### src/rtl/configurable_timer.sv
// configurable_timer: prescaled one-shot/periodic down-timer; TIMER_BLINK_EN makes indicator blink per tick
module configurable_timer #(
    parameter int TICK_DIV = 8,
    parameter int VALUE_W  = 4
) (
    input  logic                        clock,
    input  logic                        reset,
    input  logic                        startTimer,
    input  logic                        stopTimer,
    input  logic                        periodic,
    input  logic [VALUE_W-1:0]          value,
    output logic                        tick,
    output logic                        expired,
    output logic                        indicator,
    output logic [VALUE_W-1:0]          counter,
    output logic [$clog2(TICK_DIV)-1:0] counterTick
);
    localparam int CT_W = $clog2(TICK_DIV);
    localparam logic [1:0] IDLE    = 2'd0;
    localparam logic [1:0] RUNNING = 2'd1;
    localparam logic [1:0] EXPIRED = 2'd2;

    logic [1:0]         r_state, w_state;
    logic [VALUE_W-1:0] r_cnt, w_cnt;
    logic [CT_W-1:0]    r_ct, w_ct;
    logic               r_per, w_per;
    logic               r_exp, w_exp;
    logic               r_tick, w_tick;
    logic               r_ind, w_ind;
    logic               r_start_d, r_rst_hi;
    logic               w_start, w_wrap;

    // r_rst_hi blocks a start input that was already high when reset released
    assign w_start = startTimer & ~r_start_d & ~r_rst_hi;
    assign w_wrap  = (r_ct == CT_W'(TICK_DIV - 1));

    always_comb begin
        w_state = r_state;
        w_cnt   = r_cnt;
        w_ct    = r_ct;
        w_per   = r_per;
        w_exp   = r_exp;
        w_tick  = 1'b0;
        if (stopTimer) begin
            w_state = IDLE;
            w_cnt   = '0;
            w_ct    = '0;
            w_exp   = 1'b0;
        end else if (w_start) begin
            w_cnt   = value;
            w_ct    = '0;
            w_per   = periodic;
            w_exp   = (value == '0);
            w_state = (value == '0) ? EXPIRED : RUNNING;
        end else if (r_state == RUNNING) begin
            w_ct  = w_wrap ? '0 : r_ct + CT_W'(1);
            w_exp = 1'b0;
            if (w_wrap) begin
                w_tick = 1'b1;
                if (r_cnt == VALUE_W'(1)) begin
                    w_exp   = 1'b1;
                    w_cnt   = r_per ? value : '0;
                    w_state = (r_per && value != '0) ? RUNNING : EXPIRED;
                end else begin
                    w_cnt = r_cnt - VALUE_W'(1);
                end
            end
        end
`ifdef TIMER_BLINK_EN
        w_ind = (w_state == IDLE)    ? 1'b0 :
                (w_state == EXPIRED) ? 1'b1 :
                w_start              ? 1'b0 :
                w_tick               ? ~r_ind : r_ind;
`else
        w_ind = (w_state == RUNNING);
`endif
    end

    always_ff @(posedge clock) begin
        if (reset) begin
            r_state   <= IDLE;
            r_cnt     <= '0;
            r_ct      <= '0;
            r_per     <= 1'b0;
            r_exp     <= 1'b0;
            r_tick    <= 1'b0;
            r_ind     <= 1'b0;
            r_start_d <= 1'b0;
            r_rst_hi  <= startTimer;
        end else begin
            r_state   <= w_state;
            r_cnt     <= w_cnt;
            r_ct      <= w_ct;
            r_per     <= w_per;
            r_exp     <= w_exp;
            r_tick    <= w_tick;
            r_ind     <= w_ind;
            r_start_d <= startTimer;
            r_rst_hi  <= 1'b0;
        end
    end

    assign tick        = r_tick;
    assign expired     = r_exp;
    assign indicator   = r_ind;
    assign counter     = r_cnt;
    assign counterTick = r_ct;
endmodule

### config.mk
export PLATFORM = sky130hd
export DESIGN_NAME = configurable_timer
export DESIGN_NICKNAME = d
export VERILOG_FILES = /design/src/rtl/configurable_timer.sv
export SDC_FILE = /design/constraint.sdc
export NUM_CORES = 1
export LEC_CHECK = 0
export BUFFER_PORTS_ARGS = -buffer_cell sky130_fd_sc_hd__buf_2
export CAP_MARGIN = 0
export CORE_MARGIN = 5
export CORE_UTILIZATION = 45
export DETAILED_ROUTE_END_ITERATION = 8
export PLACE_DENSITY = 0.75
export SYNTH_ARGS = -nofsm -noshare
export SYNTH_HDL_FRONTEND = slang
export SYNTH_SLANG_ARGS = --single-unit
### constraint.sdc
create_clock -name clock -period 4.8 [get_ports clock]
set_clock_uncertainty 0.15 [all_clocks]
set_input_delay 0.24 -clock clock [delete_from_list [all_inputs] [get_ports clock]]
set_output_delay 0.24 -clock clock [all_outputs]
set_load 0.02 [all_outputs]
; ---- Word-level counts from Yosys, hierarchy flattened
; Index checks and enable logic that the tools add are counted.
; Widths: inputs -> output; s select.
[word_totals]
register_bits = 15
latch_bits = 0
mem_bits_rw = 0
romBits = 0
out_inout_bits = 10
mem_count = 0
[op_classes]
n_addsub = 2
multipliers = 0
div = 0
n_lt_le_gt_ge = 0
eq_ne = 4
n_shift = 0
mux = 18
n_bitwise = 6
n_reduce_logical = 10
[op_table]
columns = operator, count
row1 = $mux 4, 5
row2 = $mux 2, 7
row3 = $mux 1, 5
row4 = $eq 2x1->1 const B, 2
row5 = $eq 4x1->1 const B, 1
row6 = $logic_not 4->1, 1
row7 = $not 1->1, 4
row8 = $reduce_and 2->1, 2
row9 = $reduce_bool 2->1, 2
row10 = $reduce_bool 4->1, 1
row11 = $reduce_or 4->1, 1
row12 = $sub 4x1->4 const B, 1
row13 = $add 3x1->3 const B, 1
row14 = $eq 3x3->1 const B, 1
row15 = $mux 3, 1
row16 = $reduce_or 3->1, 1
row17 = $and 1x1->1, 2
row18 = $reduce_or 2->1, 1
row19 = $logic_and 1x1->1, 1

; ---- Depth between registers and ports, before layout
[logic_depth]
ltp_word = 9
mapped_depth = 6
depth_no_buf = 6

; ---- Worst setup path before layout
; OpenSTA, ideal clock, no wires.
[synth_path]
kind = reg-to-reg
from = register r_ct[0] (netlist: counterTick[0])
to = register r_cnt[3] (netlist: counter[3])
setup_time_ps = 74
arrival_ps = 1847
required_time_ps = 4576
path_slack_ps = 2729
stages_incl_launch_ff = 7
n_path_buf = 0
synth_period_minus_slack_ps = 2071
path_cell_list = dfxtp_1 > ha_1 > ha_1 > nand3b_1 > or4_1 > or4_1 > a31oi_1
[synth_via]
elab_chain_len = 3
[synth_rtl]
columns = item, line_no
row1 = from (decl), 25  ; logic [CT_W-1:0] r_ct, w_ct;
row2 = from (signal assigned), 93  ; r_ct <= w_ct;
row3 = $eq 3x3->1, 35  ; assign w_wrap = (r_ct == CT_W'(TICK_DIV - 1));
row4 = via w_wrap, 31  ; logic w_start, w_wrap;
row5 = $reduce_bool 2->1 (no line), n/a
row6 = $reduce_and 2->1 (no line), n/a
row7 = to (signal assigned), 92  ; r_cnt <= w_cnt;
row8 = to (decl), 24  ; logic [VALUE_W-1:0] r_cnt, w_cnt;
; The timed path passes the listed nets, and every way through them passes these cells.
; A chain may end at the register's enable or synchronous reset.

; ---- Worst setup path after layout
[layout_path]
from = register r_start_d
to = register r_cnt[0] (netlist: counter[0])
[layout_via]
elab_chain_len = 5
elab_cells_between_ends = 7
[layout_rtl]
columns = item, line_no
row1 = from (decl), 30  ; logic r_start_d, r_rst_hi;
row2 = from (signal assigned), 98  ; r_start_d <= startTimer;
row3 = $not 1->1 *, 34  ; assign w_start = startTimer & ~r_start_d & ~r_rst_hi;
row4 = $and 1x1->1 * (2 in a row), 34
row5 = $reduce_bool 2->1 (no line), n/a
row6 = $reduce_and 2->1 (no line), n/a
; Mark *: on every way between the ends. The rest lies on a longest branch, timed or not.

==> reports/results.ini <==
[die]
die_x_um = 50.2
die_y_um = 50.2
num_rows = 14
core_area_um2 = 1520
io_pins = 19
initial_utilization_pct = 47.6
fp.dieArea_um2 = 2520

[critical_path]
crit_type = register to register
arrival_ns = 2.26
cpPeakStageDelay_ns = 0.95
worstPathRequired_ns = 4.82
r2r-end = counter[0]
path_delay_family = simple AND/OR/NAND/NOR gates
endpoint_kind = register
crit_start = r_start_d
slowest_stage = nor3b_1
timing.rr.start = r_start_d
worstPathCellList = nor3b_1 > o21ai_0 > a32o_1 > o21a_1
start_kind = register
cp_max_fo = 12
rrSetupSlack_ns = 2.57
crit_buf_inv = 0
worstRegToRegCells = 4

[yosys]
synth_area_leaders = dfxtp_1, ha_1, a21oi_1, nand2_1, o21ai_0
ys.flop_type = dfxtp_1
ys_ff_latch = 15
syn-cell-area_um2 = 726
synth_commonest_cells = dfxtp_1, nand2_1, nor2_1, a21oi_1, o21ai_0
synth_warnings = 0
synth_cells = 83
synth.net_count = 96
ys_types = 33
yosysSeqAreaShare_pct = 41.4
synth.most_common_cell = dfxtp_1
async_flop_share_pct = 0
synth_edf_count = 0
synth_top_area_share_pct = 41.4
yosys.area.top_type = dfxtp_1
synth.avg_cell_area_um2 = 8.74

[routing]
wl_um = 1530
drt_iter0_markers = 18
first_pass_iters = 4
ant_nets = 0
num_vias = 679
vias_per_cell = 5.71
remaining_drc_errors = 0
wl_per_cell_um = 12.8

[layout]
antenna_cells = 0
n_fill_cell = 144
nets = 117
layout-drive-gt1-share_pct = 23.3
syn2layout_area_growth_pct = 17.6

[clock_network]
clkLatencyLatePin_ns = 0.27
post-cts-setup-buffer-count = 0
cts_hold_buf = 0
cts_sinks = 15
cts_tree = yes
post_cts_resized = 0
cts_root_buf = clkbuf_4
cts_max_level = 1
clk_pin_slew_ns = 0.08
cts_buffer_depth = 2
cts_made_buffers = 3

[min_path]
hp-class = input port to register
min_from = reset
worstHoldEndpoint = r_per
holdPathStages = 2

[global_routing]
gr-total-overflow = 0
first_global_vias = 601
grt_pass1_wl_um = 2630
antenna_found_initial = 0
grt_usage_pct = 13.4
grt_max_degree = 13

[place]
io_buffers = 18
hpwl_um = 1170
place_worst_setup_slack_ns = 2.60
gp_congestion = 0.905

[timing]
setup_viol_count_final = 0
timing.final.crit_share_pct = 46.5
holdWs_ns = 0.0275
fmax_ghz = 0.448
finalWorstSetupSlack_ns = 2.57
rsz0062_at_grt = false
tightest_slew_ns = 1.18
finalHoldViolCount = 0
maxSlewHeadroom_pct = 21.2
layout_min_cycle_time_ns = 2.23
drv_slew = 0
finalSetupTns_ns = 0

[power_and_ir_drop]
total_leakage_power_nw = 0.397
powerDensity_nw_per_um2 = 270
ir_drop_mv = 0.168

[flow_run]
maxCapViolCount = 0

[run_status]
outcome = finished, final reports clean

==> cell families after synthesis <==
| kind of cell | Yosys count | synth area share [%] |
|---|---|---|
| multiplexers | 2 | 2.76 |
| flip-flops | 15 | 41.4 |
| AND/OR/NAND/NOR | 34 | 25.9 |
| adder cells (fa/ha/maj) | 4 | 6.90 |
| AO/OA/AOI/OAI | 24 | 20.9 |
| buffers and inverters | 4 | 2.24 |
==> per-layer routing <==
layer  GRT usage (%)  vias to the layer above  routed length, um
met5               0                        -                  0
met4            7.42                        0                 11
met3            2.96                        2                146
met2            20.1                       35                668
met1            17.6                      298                698
li1                -                      344                  -
==> state kept, by name, summed over array words and instances, names as in the netlist <==
signal and cells:
r_start_d 1, indicator 1, counter 4, tick 1
counterTick 3, r_state 2, expired 1, r_rst_hi 1
r_per 1
==> placed cells by master (no fill, tap or decap), drive strengths merged <==
master	count
o21ai	6
nor4b	1
a41oi	1
a21oi	7
o21a	1
or2b	1
and2	1
a31oi	1
inv	2
nor3b	2
or2	1
dfxtp	15
or3b	1
a22oi	1
and3	1
o22ai	1
a21o	2
nand3b	1
o31a	2
and3b	1
nor2	8
or4	3
a211oi	1
a32o	1
nand3	2
nor3	1
mux2i	2
clkbuf	4
buf	18
nand2	9
nor2b	1
ha	4
==> power breakdown <==
part / total (mW) / leakage, nW / internal (mW) / switching, mW
Sequential: 0.131 / 0.122 / 0.128 / 0.00303
Clock: 0.0702 / 0.0150 / 0.0322 / 0.0380
Combinational: 0.0294 / 0.260 / 0.0121 / 0.0172
==> area by class of cell <==
type	instances	area [um2]	share of cell area, %
sequential	15	300	35.2
multi-input combinational	64	409	47.9
inverter	2	7.51	0.880
tap	16	20.0	2.35
timing repair buffer	18	90.1	10.6
clock buffer	4	26.3	3.08
==> stage by stage <==
| stage | power [mW] | instance area [um2] | utilization (%) | std cells |
|---|---|---|---|---|
| after floorplan | 0.153 | 726 | - | 83 |
| after global placement | 0.162 | 827 | 54.3 | 115 |
| after detailed placement | 0.163 | 827 | 54.3 | 115 |
| after CTS | 0.233 | 853 | 56.0 | 119 |
| after global routing | 0.244 | 853 | 56.0 | 119 |
| final | 0.231 | 853 | 56.0 | 119 |
==> worst register-to-register path: cells and delay by family, from the launching register on <==
kind             cells  cell delay (ns)
AO/OA/AOI/OAI        3             0.72
flip-flops           1             0.32
AND/OR/NAND/NOR      1             0.95
==> worst max-delay path by stage <==
| stage | cells past startpoint | end |
|---|---|---|
| after global placement | 5 | counter[0] |
| final | 4 | counter[0] |
| after floorplan | 6 | counter[3] |
| after CTS | 4 | counter[0] |
| after global routing | 4 | counter[0] |
| after detailed placement | 5 | counter[0] |
Note: power is estimated with default switching activity, not from simulation.
